**config.mk**
```make
export PLATFORM = sky130hd
export DESIGN_NAME = fe_uop_queue
export DESIGN_NICKNAME = d
export VERILOG_FILES = /design/src/rtl/fe_uop_queue.sv
export SDC_FILE = /design/constraint.sdc
export NUM_CORES = 1
export LEC_CHECK = 0
export ABC_AREA = 1
export BUFFER_PORTS_ARGS = -buffer_cell sky130_fd_sc_hd__buf_4
export CAP_MARGIN = 20
export CORE_MARGIN = 4
export CORE_UTILIZATION = 59
export CTS_CLUSTER_DIAMETER = 120
export DETAILED_ROUTE_END_ITERATION = 10
export GPL_TIMING_DRIVEN = 0
export PLACE_DENSITY = 0.83
export SLEW_MARGIN = 10
export SYNTH_ARGS = -nofsm -noshare
export SYNTH_HDL_FRONTEND = slang
export SYNTH_SLANG_ARGS = --single-unit
export TNS_END_PERCENT = 100
```
**constraint.sdc**
```tcl
create_clock -name clk -period 10.25 [get_ports clk]
set_clock_uncertainty 0.05 [all_clocks]
set_input_delay 1.5375 -clock clk [delete_from_list [all_inputs] [get_ports clk]]
set_output_delay 1.5375 -clock clk [all_outputs]
set_load 0.05 [all_outputs]
```
**src/rtl/fe_uop_queue.sv**
```systemverilog
// fe_uop_queue: decoupling FIFO between frontend decode and rename.
// Holds whole decoded uop bundles and releases them under valid/ready. It
// raises an early stall so that uops already in the frontend pipe can still
// land in the reserved skid slots. Any resteer (flush) empties the queue.
module fe_uop_queue #(
   parameter int DEPTH = 8,
   parameter int SKID  = 2,
   parameter int UOP_W = 8
) (
   input  logic                       clk,
   input  logic                       rst,
   input  logic                       flush,
   input  logic                       valid_in,
   input  logic [UOP_W-1:0]           uop_in,
   input  logic                       eoi_in,
   input  logic [4:0]                 dr_in,
   input  logic [4:0]                 sr1_in,
   input  logic [4:0]                 sr2_in,
   input  logic [31:0]                imm_in,
   input  logic                       use_imm_in,
   input  logic [31:0]                pc_in,
   input  logic                       exception_in,
   input  logic [9:0]                 pcbp_bhr_in,
   input  logic [9:0]                 clbp_bhr_in,
   output logic                       stall_out,
   output logic                       valid_out,
   input  logic                       ready_in,
   output logic [UOP_W-1:0]           uop_out,
   output logic                       eoi_out,
   output logic [4:0]                 dr_out,
   output logic [4:0]                 sr1_out,
   output logic [4:0]                 sr2_out,
   output logic [31:0]                imm_out,
   output logic                       use_imm_out,
   output logic [31:0]                pc_out,
   output logic                       exception_out,
   output logic [9:0]                 pcbp_bhr_out,
   output logic [9:0]                 clbp_bhr_out,
   output logic                       inst_avail,
   output logic [$clog2(DEPTH):0]     count,
   output logic                       overflow
);

   localparam int AW = $clog2(DEPTH);
   localparam int CW = AW + 1;

   // One stored bundle: UOP_W + 102 bits.
   typedef struct packed {
      logic [UOP_W-1:0] uop;
      logic             eoi;
      logic [4:0]       dr;
      logic [4:0]       sr1;
      logic [4:0]       sr2;
      logic [31:0]      imm;
      logic             use_imm;
      logic [31:0]      pc;
      logic             exception;
      logic [9:0]       pcbp_bhr;
      logic [9:0]       clbp_bhr;
   } entry_t;

   entry_t          mem [DEPTH];
   entry_t          wr_entry;
   entry_t          head_entry;

   logic [AW-1:0]   head_reg;
   logic [AW-1:0]   tail_reg;
   logic [CW-1:0]   count_reg;
   logic [CW-1:0]   count_next;
   logic [CW-1:0]   eoi_cnt_reg;
   logic [CW-1:0]   eoi_cnt_next;
   logic            overflow_reg;

   logic            full;
   logic            enq;
   logic            deq;
   logic            drop;
   logic            eoi_inc;
   logic            eoi_dec;

   // Handshake decode. A full queue still accepts when the head leaves in
   // the same cycle, so sustained one-in/one-out never drops.
   always_comb begin
      full    = (count_reg == CW'(DEPTH));
      deq     = (count_reg != '0) && ready_in && !flush;
      enq     = valid_in && !flush && (!full || deq);
      drop    = valid_in && !flush && full && !deq;
      eoi_inc = enq && eoi_in;
      eoi_dec = deq && head_entry.eoi;
   end

   // Next occupancy and eoi population; both unchanged when in and out cancel.
   always_comb begin
      count_next   = count_reg;
      eoi_cnt_next = eoi_cnt_reg;
      case ({enq, deq})
         2'b10:   count_next = count_reg + CW'(1);
         2'b01:   count_next = count_reg - CW'(1);
         default: count_next = count_reg;
      endcase
      case ({eoi_inc, eoi_dec})
         2'b10:   eoi_cnt_next = eoi_cnt_reg + CW'(1);
         2'b01:   eoi_cnt_next = eoi_cnt_reg - CW'(1);
         default: eoi_cnt_next = eoi_cnt_reg;
      endcase
   end

   // Pack the incoming bundle for storage.
   always_comb begin
      wr_entry.uop       = uop_in;
      wr_entry.eoi       = eoi_in;
      wr_entry.dr        = dr_in;
      wr_entry.sr1       = sr1_in;
      wr_entry.sr2       = sr2_in;
      wr_entry.imm       = imm_in;
      wr_entry.use_imm   = use_imm_in;
      wr_entry.pc        = pc_in;
      wr_entry.exception = exception_in;
      wr_entry.pcbp_bhr  = pcbp_bhr_in;
      wr_entry.clbp_bhr  = clbp_bhr_in;
   end

   // Entry storage; contents are deliberately left unreset.
   always_ff @(posedge clk) begin
      if (enq) begin
         mem[tail_reg] <= wr_entry;
      end
   end

   // Control state: pointers, occupancy, eoi population, sticky overflow.
   // Flush clears everything except overflow.
   always_ff @(posedge clk or negedge rst) begin
      if (!rst) begin
         head_reg     <= '0;
         tail_reg     <= '0;
         count_reg    <= '0;
         eoi_cnt_reg  <= '0;
         overflow_reg <= 1'b0;
      end else if (flush) begin
         head_reg     <= '0;
         tail_reg     <= '0;
         count_reg    <= '0;
         eoi_cnt_reg  <= '0;
      end else begin
         if (enq) begin
            tail_reg <= tail_reg + AW'(1);
         end
         if (deq) begin
            head_reg <= head_reg + AW'(1);
         end
         count_reg   <= count_next;
         eoi_cnt_reg <= eoi_cnt_next;
         if (drop) begin
            overflow_reg <= 1'b1;
         end
      end
   end

   // Head read and status outputs; all from registered state, never ready_in.
   always_comb begin
      head_entry    = mem[head_reg];
      valid_out     = (count_reg != '0);
      stall_out     = (count_reg >= CW'(DEPTH - SKID));
      inst_avail    = (eoi_cnt_reg != '0);
      count         = count_reg;
      overflow      = overflow_reg;
      uop_out       = head_entry.uop;
      eoi_out       = head_entry.eoi;
      dr_out        = head_entry.dr;
      sr1_out       = head_entry.sr1;
      sr2_out       = head_entry.sr2;
      imm_out       = head_entry.imm;
      use_imm_out   = head_entry.use_imm;
      pc_out        = head_entry.pc;
      exception_out = head_entry.exception;
      pcbp_bhr_out  = head_entry.pcbp_bhr;
      clbp_bhr_out  = head_entry.clbp_bhr;
   end

endmodule

```
==> results.py <==
metrics = {
    "logic_synthesis": {
        "synth_adder_area_share": 0.00331,
        "synth_compound_area_frac": 0.105,
        "synth_edf_count": 880,
        "synth_area_um2": 34800,
        "synthFlopType": "edfxtp_1",
        "ys_ff_latch": 895,
        "synth_top_family_by_area": "compound AO/OA/AOI/OAI gates",
        "async_reset_ff_frac": 0.0168,
        "yosys.area_share.simple": 0.0944,
        "synth-seq-area-share": 0.771,
        "synth_area_leaders": "edfxtp_1, nor2_1, o21ai_0",
        "synth_xor_area_frac": 0.00101,
        "yosys_warnings": 0,
        "synth_cells": 2613,
        "yosys.cell_types.count": 35,
        "synth_top_area_cell": "edfxtp_1",
        "synthMuxAreaShare": 0,
        "synth_most_common_cell": "edfxtp_1",
        "ys_top_cells_by_count": "edfxtp_1, nor2_1, o21ai_0, a31oi_1, o22ai_1",
        "syn_nets": 2736,
        "synth_top_area_frac": 0.760,
        "synth.avg_cell_area_um2": 13.3,
    },
    "sta": {
        "slew_headroom": 0.326,
        "final_max_slew_viol_count": 0,
        "fin_crit_sh": 0.485,
        "setup_viol": 0,
        "worstMarginPinSlew_ns": 1.01,
        "hold_violations": 0,
        "fmax_ghz": 0.201,
        "whs_ns": 0.446,
        "finalWorstSetupSlack_ns": 5.28,
        "finalCriticalPeriod_ns": 4.97,
        "rsz0062_at_grt": "false",
    },
    "setup_path": {
        "crit_start": "head_reg[0]",
        "crit_path_max_fanout": 10,
        "rrSetupSlack_ns": 7.16,
        "critPathCaptureType": "primary output",
        "r2r_start": "count[1]",
        "rr_worst_depth": 10,
        "startpoint_type": "register",
        "cp.arrival_ns": 3.39,
        "crit_path_end": "clbp_bhr_out[7]",
        "r2r_end": "mem[4][88]",
        "setup.worst_path.class": "register to primary output",
        "cp.required_ns": 8.66,
    },
    "clock_network": {
        "cts.clk_slew.worst_paths_ns": 0.06,
        "cts_setup_buffers": 0,
        "cts_made_buffers": 88,
        "clock_sinks": 895,
        "clk_latency_ns": 0.63,
        "cts.repair.resized": 0,
        "cts_tree": "done",
        "cts_hold_buf": 0,
        "clk_path_buf_depth": 3,
        "cts_root_buffer": "clkbuf_16",
        "htreeDepth": 3,
    },
    "drt": {
        "antenna_left": 0,
        "dr.first_iter.drc_count": 3115,
        "drc": 0,
        "wl_per_cell_um": 23.7,
        "finalWirelength_um": 90200,
        "vias": 23700,
        "vias_per_cell": 6.23,
        "dr.pass1.iters": 6,
    },
    "power": {
        "ir_drop_mv": 0.194,
        "p_leak_nw": 14.1,
        "power_per_cell_area_nw_per_um2": 268,
    },
    "finish": {
        "layout.nets": 3092,
        "area_delta_synth_final_pct": 18.3,
        "final_core_util": 0.709,
        "drive_gt1_frac": 0.161,
        "final_cells": 3811,
        "largest_reg_flops": 880,
    },
    "floorplan": {
        "initial_core_util": 0.599,
        "die_area_um2": 62900,
        "core_um2": 58000,
        "ios": 233,
        "num_rows": 88,
        "die_x_um": 251,
        "die_height_um": 251,
    },
    "run": {
        "drv_cap": 0,
    },
    "global_route": {
        "first_global_vias": 23500,
        "grtUsageTotal": 0.278,
        "antenna_found_initial": 9,
        "grt_max_degree": 34,
        "grt_pass1_wl_um": 135000,
        "grt_overflow": 0,
    },
    "placed_design": {
        "dp_worst_setup_slack_ns": 5.95,
        "port_buffers": 232,
        "gp_congestion": 0.802,
        "place_hpwl_um": 57100,
        "placed_cells": 3644,
    },
    "worst_hold_path": {
        "min_path_type": "register to register",
        "worstHoldStart": "overflow",
    },
    "outcome": {
        "outcome": "finished clean",
    },
}
==> worst max-delay path: stages (launching register included) <==
cell	delay (ns)
dfrtp_1	0.39
buf_6	0.18
inv_4	0.24
buf_2	0.54
clkbuf_1	0.50
o21ai_0	0.23
a31oi_1	0.36
buf_4	0.27
==> worst min path at each step <==
stage               cells after the start        endpoint  slack (ns)
finish                                  1        overflow        0.45
global route                            1        overflow        0.46
CTS                                     1        overflow        0.43
detailed placement                      1        overflow        0.42
global placement                        1        overflow        0.41
floorplan                               2  eoi_cnt_reg[2]        0.45
==> logic make-up after synthesis <==
family	Yosys count
AOI/OAI and AO/OA	669
xor gates and xnor gates	4
adders and majority gates	8
buffers and inverters	185
DFF	895
and+or+nand+nor	852
==> layout make-up <==
type	instances	area (um^2)
Tap cell	765	957
Sequential cell	895	26800
Clock inverter	52	452
Clock buffer	110	2390
Fill cell	3454	16900
Antenna cell	5	12.5
Inverter	16	62.6
Buffer	169	820
Multi-Input combinational cell	1533	7130
Timing Repair Buffer	266	2490
==> cells in the final DEF (no fill, tap or decap), types with 22 or more instances in the layout <==
| cell type | n |
|---|---|
| a31oi_1 | 109 |
| clkinv_2 | 22 |
| buf_12 | 25 |
| nand2_1 | 46 |
| clkbuf_16 | 93 |
| o21ai_0 | 412 |
| buf_4 | 254 |
| o22ai_1 | 109 |
| edfxtp_1 | 880 |
| o21ai_1 | 30 |
| nor2_1 | 768 |
| buf_2 | 41 |
| clkbuf_1 | 104 |
==> per-stage QoR <==
stage	total power, mW	area, um^2	TNS [ns]
after floorplan	6.62	34800	0
after global placement	7.73	37500	-360.20
after detailed placement	7.85	38300	0
after CTS	11.0	41100	0
after global routing	11.4	41100	0
final	11.0	41100	0
==> power by group <==
group	internal, mW	leakage [nW]	total, mW	switching (mW)
Sequential	4.14	8.15	4.18	0.0461
Clock	1.85	1.41	3.18	1.33
Combinational	1.00	4.57	3.66	2.66
==> layer usage <==
metal  global-route usage  part of all wire  vias up  routed length, um
li1                     -                 -    10300                  -
met1                0.366              0.36    11600              32500
met2                0.459              0.49     1606              44400
met3               0.0595              0.11      266               9600
met4                0.112             0.040       12               3590
met5                    0           0.00080        -                 72
Note: power is estimated with default switching activity, not from simulation.
